**config.mk**
```make
export PLATFORM = sky130hd
export DESIGN_NAME = calc_sequencer
export DESIGN_NICKNAME = d
export VERILOG_FILES = /design/src/rtl/calc_sequencer.sv
export SDC_FILE = /design/constraint.sdc
export NUM_CORES = 1
export LEC_CHECK = 0
export BUFFER_PORTS_ARGS = -buffer_cell sky130_fd_sc_hd__buf_2
export CORE_MARGIN = 10
export CORE_UTILIZATION = 45
export DETAILED_ROUTE_END_ITERATION = 10
export PLACE_DENSITY_LB_ADDON = 0.05
export SLEW_MARGIN = 30
export SYNTH_ARGS = -nofsm -noshare
export SYNTH_HDL_FRONTEND = slang
export SYNTH_SLANG_ARGS = --single-unit
export TNS_END_PERCENT = 10
```
**constraint.sdc**
```tcl
create_clock -name clk -period 3.29 [get_ports clk]
set_input_delay 0.1645 -clock clk [delete_from_list [all_inputs] [get_ports clk]]
set_output_delay 0.1645 -clock clk [all_outputs]
set_load 0.01 [all_outputs]
```
**src/rtl/calc_sequencer.sv**
```systemverilog
// calc_sequencer: control block for the 4-bit switch calculator.
//   Synchronizes and debounces the operand buttons and operation keys,
//   captures operands from the active-low switch bank, issues operations
//   to the ALU over a start/done handshake, and latches the result.
// Ports:
//   clk, rst           clock, synchronous active-high reset
//   in_number[3:0]     operand switches, active-low
//   key[1:0]           load buttons, active-low (1: A, 0: B)
//   arif[3:0]          operation keys, active-low (4'b1111 = none)
//   alu_done           one-cycle completion pulse, alu_result valid with it
//   alu_result[10:0]   ALU result
//   reg_a, reg_b       operands to the ALU
//   alu_op, alu_start  operation code and one-cycle issue pulse
//   ind                last entered operand
//   result             latched ALU result
//   disp_sel           0 = show ind, 1 = show result
//   led[2:0]           active-low {error, B valid, A valid}
//   err                sticky timeout flag

// Single-bit debouncer: q follows d only after d has differed from q
// for DB_CYCLES consecutive cycles. Resets to the released level (1).
module cdb_debounce #(
  parameter int DB_CYCLES = 50000
) (
  input  logic clk,
  input  logic rst,
  input  logic d,
  output logic q
);
  localparam int CW = $clog2(DB_CYCLES + 1);
  logic [CW-1:0] cnt;

  always_ff @(posedge clk) begin
    if (rst) begin
      q   <= 1'b1;
      cnt <= '0;
    end else if (d != q) begin
      if (cnt == CW'(DB_CYCLES - 1)) begin
        q   <= d;
        cnt <= '0;
      end else begin
        cnt <= cnt + 1'b1;
      end
    end else begin
      cnt <= '0;
    end
  end
endmodule

module calc_sequencer #(
  parameter int DB_CYCLES = 50000,
  parameter int TIMEOUT   = 1024
) (
  input  logic        clk,
  input  logic        rst,
  input  logic [3:0]  in_number,
  input  logic [1:0]  key,
  input  logic [3:0]  arif,
  input  logic        alu_done,
  input  logic [10:0] alu_result,
  output logic [3:0]  reg_a,
  output logic [3:0]  reg_b,
  output logic [1:0]  alu_op,
  output logic        alu_start,
  output logic [3:0]  ind,
  output logic [10:0] result,
  output logic        disp_sel,
  output logic [2:0]  led,
  output logic        err
);
  localparam int NUM_BTN = 6;  // {key[1:0], arif[3:0]}
  localparam int TW      = $clog2(TIMEOUT);

  typedef enum logic [1:0] {ENTRY, ISSUE, WAIT, SHOW} state_t;

  // 2-FF synchronizers; buttons reset to released
  logic [3:0]         num_s1, num_s2;
  logic [NUM_BTN-1:0] btn_s1, btn_s2;

  always_ff @(posedge clk) begin
    if (rst) begin
      num_s1 <= '1;
      num_s2 <= '1;
      btn_s1 <= '1;
      btn_s2 <= '1;
    end else begin
      num_s1 <= in_number;
      num_s2 <= num_s1;
      btn_s1 <= {key, arif};
      btn_s2 <= btn_s1;
    end
  end

  // per-bit debouncers
  logic [NUM_BTN-1:0] btn_db, btn_db_q;

  for (genvar i = 0; i < NUM_BTN; i++) begin : g_db
    cdb_debounce #(.DB_CYCLES(DB_CYCLES)) u_db (
      .clk (clk),
      .rst (rst),
      .d   (btn_s2[i]),
      .q   (btn_db[i])
    );
  end

  always_ff @(posedge clk) begin
    if (rst) btn_db_q <= '1;
    else     btn_db_q <= btn_db;
  end

  // event detection on debounced levels
  logic [3:0] num;
  logic       load_a, load_b, load_ev;
  logic       op_hit, op_ev;
  logic [1:0] op_code;

  assign num    = ~num_s2;
  assign load_a = btn_db_q[5] & ~btn_db[5];
  assign load_b = btn_db_q[4] & ~btn_db[4];
  assign load_ev = load_a | load_b;

  always_comb begin
    op_hit  = 1'b0;
    op_code = 2'd0;
    case (btn_db[3:0])
      4'b1110: begin op_hit = 1'b1; op_code = 2'd0; end
      4'b1101: begin op_hit = 1'b1; op_code = 2'd1; end
      4'b1011: begin op_hit = 1'b1; op_code = 2'd2; end
      4'b0111: begin op_hit = 1'b1; op_code = 2'd3; end
      default: ;
    endcase
  end

  // only a transition out of "no key" counts, so a held or multi-key
  // pattern cannot fire again until everything is released
  assign op_ev = (btn_db_q[3:0] == 4'b1111) && op_hit;

  // state and datapath registers
  state_t        state, state_d;
  logic          va, vb, va_d, vb_d;
  logic [3:0]    a_d, b_d, ind_d;
  logic [10:0]   res_d;
  logic [1:0]    op_d;
  logic          disp_d, err_d, start_d;
  logic [TW-1:0] tcnt, tcnt_d;

  always_ff @(posedge clk) begin
    if (rst) state <= ENTRY;
    else     state <= state_d;
  end

  always_comb begin
    state_d = state;
    a_d     = reg_a;
    b_d     = reg_b;
    ind_d   = ind;
    va_d    = va;
    vb_d    = vb;
    res_d   = result;
    op_d    = alu_op;
    disp_d  = disp_sel;
    err_d   = err;
    tcnt_d  = tcnt;

    // loads are only taken while not busy; a load always wins over an op
    if (load_ev && (state == ENTRY || state == SHOW)) begin
      if (load_a) begin a_d = num; va_d = 1'b1; end
      if (load_b) begin b_d = num; vb_d = 1'b1; end
      ind_d   = num;
      disp_d  = 1'b0;
      state_d = ENTRY;
    end

    case (state)
      ENTRY: if (!load_ev && op_ev && va && vb) begin
        state_d = ISSUE;
        op_d    = op_code;
      end
      ISSUE: begin
        state_d = WAIT;
        tcnt_d  = '0;
      end
      WAIT: begin
        // tcnt holds completed WAIT cycles; done on the final cycle wins
        if (alu_done) begin
          res_d   = alu_result;
          disp_d  = 1'b1;
          err_d   = 1'b0;
          state_d = SHOW;
        end else if (tcnt == TW'(TIMEOUT - 1)) begin
          err_d   = 1'b1;
          state_d = ENTRY;
        end else begin
          tcnt_d = tcnt + 1'b1;
        end
      end
      SHOW: if (!load_ev && op_ev) begin
        state_d = ISSUE;
        op_d    = op_code;
      end
      default: state_d = ENTRY;
    endcase

    start_d = (state_d == ISSUE);
  end

  always_ff @(posedge clk) begin
    if (rst) begin
      reg_a     <= '0;
      reg_b     <= '0;
      ind       <= '0;
      va        <= 1'b0;
      vb        <= 1'b0;
      result    <= '0;
      alu_op    <= '0;
      disp_sel  <= 1'b0;
      err       <= 1'b0;
      alu_start <= 1'b0;
      led       <= 3'b111;
      tcnt      <= '0;
    end else begin
      reg_a     <= a_d;
      reg_b     <= b_d;
      ind       <= ind_d;
      va        <= va_d;
      vb        <= vb_d;
      result    <= res_d;
      alu_op    <= op_d;
      disp_sel  <= disp_d;
      err       <= err_d;
      alu_start <= start_d;
      led       <= {~err_d, ~vb_d, ~va_d};
      tcnt      <= tcnt_d;
    end
  end
endmodule

```
==> results.rst <==
.. list-table::
   :header-rows: 1

   * - Metric
     - Value
   * - Total negative setup slack
     - 0 ns
   * - Leakage dissipation
     - 2.92 nW
   * - Ratio of routed vias to standard cells
     - 5.02
   * - Predominant post-synthesis flop cell
     - sky130_fd_sc_hd__dfxtp_1
   * - Mean area per synthesized cell
     - 9.10 um^2
   * - Top area cells in the synthesized netlist
     - sky130_fd_sc_hd__dfxtp_1 50%, sky130_fd_sc_hd__nor2_1 7.8%, sky130_fd_sc_hd__xor2_1 7.2%
   * - Largest net degree at the start of global routing
     - 39
   * - Arrival @ worst endpoint
     - 2.52 ns
   * - First-pass GRT wire length
     - 22,500 um
   * - Final-report setup violation count
     - 0
   * - Number of nets in the final layout
     - 867
   * - Power density cells
     - 515 nW/um^2
   * - Deepest level of the CTS H-tree
     - 4
   * - Number of buffers between clock root and the deepest sink
     - 2
   * - Design area
     - 8080 um^2
   * - Launch point of the worst reg-to-reg path
     - state[0]
   * - Clock input transition at the sequential cells of the worst setup and hold paths
     - 0.07 ns
   * - Total vias in the final route
     - 5,184
   * - Initial antenna violation count
     - 0
   * - Number of hold violations in the final report
     - 0
   * - Compound-cell area share of the yosys netlist
     - 0.0633
   * - Buffer type at the clock tree root
     - sky130_fd_sc_hd__clkbuf_16
   * - Slew at the pin closest to its max-slew limit
     - 0.658 ns
   * - Number of enable-type register cells in the synthesized netlist
     - 0
   * - Unrepaired setup endpoints after global routing
     - false
   * - Number of fill cells in the layout
     - 1,396
   * - Fmax achieved
     - 452 MHz
   * - Iteration-0 DRC Markers
     - 178
   * - Mux cell area share after synthesis
     - 0.00145
   * - Worst setup startpoint
     - state[0]
   * - Setup clock skew after layout
     - 0.0121 ns
   * - Total detailed-routing wirelength
     - 13,200 um
   * - Core region area
     - 15,100 um^2
   * - # IOs
     - 55
   * - Pre-antenna DRT Iters
     - 5
   * - Biggest area consumer among synthesized cells
     - sky130_fd_sc_hd__dfxtp_1
   * - Average wire length per cell after detail routing
     - 12.8 um
   * - Post-Syn Instances
     - 760
   * - Number of max-cap violations
     - 0
   * - Simple-gate share of the synthesized area
     - 0.267
   * - Worst Hold Slack
     - 0.124 ns
   * - Antenna Diode Count
     - 0
   * - Minimum clock period after layout
     - 2.21 ns
   * - Period Utilization, post-route
     - 0.672
   * - Area share of the largest cell type after synthesis
     - 0.501
   * - Crit start category
     - flop
   * - Remaining Overflow, GRT
     - 0
   * - Die Ht
     - 144 um
   * - Outcome
     - finished clean
   * - Cts repair resizes
     - 0
   * - Area of the die
     - 20,700 um^2
   * - Initial cell density of the core
     - 0.457
   * - Vias in the first global route
     - 4,942
   * - Worst skew pair latency
     - 0.42 ns
   * - Dpl hpwl
     - 9150 um
   * - CP max FO
     - 14
   * - Element type at the critical path end
     - flop
   * - PortBufs
     - 54
   * - Number of unique standard cell types used by synthesis
     - 53
   * - Depth of the most critical reg-to-reg path
     - 7
   * - Global routing usage summed across all routing layers
     - 0.131
   * - Worst Hold Class
     - in2reg
   * - Area of the mapped netlist
     - 6920 um^2
   * - TritonCTS clock tree
     - yes
   * - Highest ir drop seen on vdd
     - 0.381 mV
   * - Setup CP Type
     - reg2reg
   * - Worst setup path endpoint
     - tcnt[8]
   * - Remaining antenna violation count after routing
     - 0
   * - Critical register-to-register path endpoint
     - tcnt[8]
   * - Dpl cell area
     - 7310 um^2
   * - Core occupancy in the finished layout
     - 0.533
   * - Max transition margin
     - 0.558
   * - Flop-to-flop setup slack
     - 1.08 ns
   * - Number of remaining DRC errors
     - 0
   * - Sequential fraction of the synthesis area
     - 0.501
   * - Global placer's final weighted congestion
     - 0.843
   * - Dominant combinational cell family by area after synthesis
     - simple AND/OR/NAND/NOR gates
   * - Flip-flop and latch count after synthesis
     - 173
   * - Fraction of synthesized cell area in xor and xnor cells
     - 0.118
   * - Floorplan die width
     - 144 um
   * - Share of layout cells above drive strength 1
     - 0.146
   * - Sink count of the clock tree
     - 173
   * - Fraction of the mapped netlist area in adder cells
     - 0.0217
   * - Syn nets
     - 796
   * - TritonCTS buffer count
     - 17
   * - Layout area overhead
     - 16.8%
   * - Hold Crit Depth
     - 4
   * - Required time of the critical path
     - 3.60 ns
   * - Async S/R FF share, synth
     - 0
   * - Number of warnings printed during yosys synthesis
     - 0
   * - Number of max-slew violations in the final report
     - 0
   * - Number of cell rows
     - 45
power by group:
| part | internal, mW | switching [mW] | total (mW) |
|---|---|---|---|
| Sequential | 2.12 | 0.0138 | 2.13 |
| Clock | 0.999 | 0.850 | 1.85 |
| Combinational | 0.0784 | 0.102 | 0.180 |
| Total | 3.20 | 0.965 | 4.16 |
through the flow:
step	total power, mW	cells	setup slack, ns
floorplan	2.30	760	1.44
global placement	2.34	979	1.14
detailed placement	2.34	979	1.10
CTS	4.22	1032	1.08
global route	4.34	1032	0.901
finish	4.16	1032	1.08
synth_stat cells, drive strengths merged (2+ instances only):
library cell and n:
nand3 37, o2111ai 2, nor2b 4, or2 26, nor3b 2, nand3b 2, a211o 7, and4 9
nor4bb 2, nor3 17, a211oi 13, nand2b 4, inv 18, xor2 57, or3 8, nor2 144
o21ai 6, a21oi 23, xnor2 36, ha 12, buf 10, nand4 22, a2111oi 2, and4b 2
clkbuf 15, and2 4, o31ai 2, dfxtp 173, or4 4, and3 19, nand2 62, nor4 5
cell usage in the layout (no fill, tap or decap), types with 5 or more instances in the layout:
master and instances:
sky130_fd_sc_hd__buf_2 54, sky130_fd_sc_hd__nor2_1 144, sky130_fd_sc_hd__inv_1 17, sky130_fd_sc_hd__xor2_1 57, sky130_fd_sc_hd__clkinv_4 6, sky130_fd_sc_hd__dfxtp_1 173, sky130_fd_sc_hd__a211oi_1 12, sky130_fd_sc_hd__and3_1 19
sky130_fd_sc_hd__nand3_1 37, sky130_fd_sc_hd__ha_1 12, sky130_fd_sc_hd__xnor2_1 36, sky130_fd_sc_hd__and4_1 9, sky130_fd_sc_hd__or3_1 8, sky130_fd_sc_hd__clkbuf_16 17, sky130_fd_sc_hd__o21ai_0 5, sky130_fd_sc_hd__nor3_1 17
sky130_fd_sc_hd__nand2_1 62, sky130_fd_sc_hd__a211o_1 7, sky130_fd_sc_hd__or2_2 26, sky130_fd_sc_hd__nand4_1 22, sky130_fd_sc_hd__dlygate4sd3_1 21, sky130_fd_sc_hd__a21oi_1 23
registers in the layout (all words and copies together), names as in the netlist, 6 cells and up:
register / flops
g_db.u_db.cnt: 96
tcnt: 10
btn_s1: 6
g_db.u_db.q: 6
btn_db_q: 6
btn_s2: 6
result: 11
how the worst min path moves through the flow:
stage                   from  slack [ns]         to
floorplan            arif[0]        0.27  btn_s1[0]
CTS                 alu_done        0.11    tcnt[0]
finish              alu_done        0.12    tcnt[0]
global placement     arif[3]        0.35  btn_s1[3]
global route        alu_done        0.13    tcnt[0]
detailed placement    key[1]        0.35  btn_s1[5]
cell families (layout without fill, tap and decap cells):
kind of cell	Yosys count	count (layout)
DFF	173	173
buffers and inverters	43	127
adders and majority gates	12	12
muxes	1	1
AOI/OAI and AO/OA	61	61
xor gates and xnor gates	93	93
and+or+nand+nor	377	377
per-layer routing:
| layer | vias to the layer above | global-route usage | share of wire |
|---|---|---|---|
| met4 | 0 | 0.0355 | 0.0071 |
| met5 | - | 0 | 0 |
| met1 | 2430 | 0.164 | 0.48 |
| met3 | 6 | 0.0403 | 0.031 |
| met2 | 46 | 0.215 | 0.48 |
| li1 | 2702 | - | - |
repair_timing:
item,4_1_cts,5_1_grt
hold buffers,21,0
hold endpoints to repair,21,0
setup buffers,0,0
critical path, cell delays in order (launching register included):
cell and delay, ns:
sky130_fd_sc_hd__dfxtp_1 0.38, sky130_fd_sc_hd__inv_1 0.11, sky130_fd_sc_hd__ha_1 0.30, sky130_fd_sc_hd__nand2_1 0.40, sky130_fd_sc_hd__o211ai_2 0.25, sky130_fd_sc_hd__or4_1 0.45, sky130_fd_sc_hd__xor2_1 0.16, sky130_fd_sc_hd__nor2_1 0.05
area by class of cell:
class / count / area [um^2] / share of cell area
Sequential cell: 173 / 3460 / 0.429
Multi-Input combinational cell: 544 / 3260 / 0.404
Tap cell: 188 / 235 / 0.0291
Clock buffer: 18 / 439 / 0.0544
Timing Repair Buffer: 77 / 495 / 0.0613
Clock inverter: 14 / 114 / 0.0141
Inverter: 18 / 67.6 / 0.00836
No activity file was read; power rests on OpenSTA's default activity.
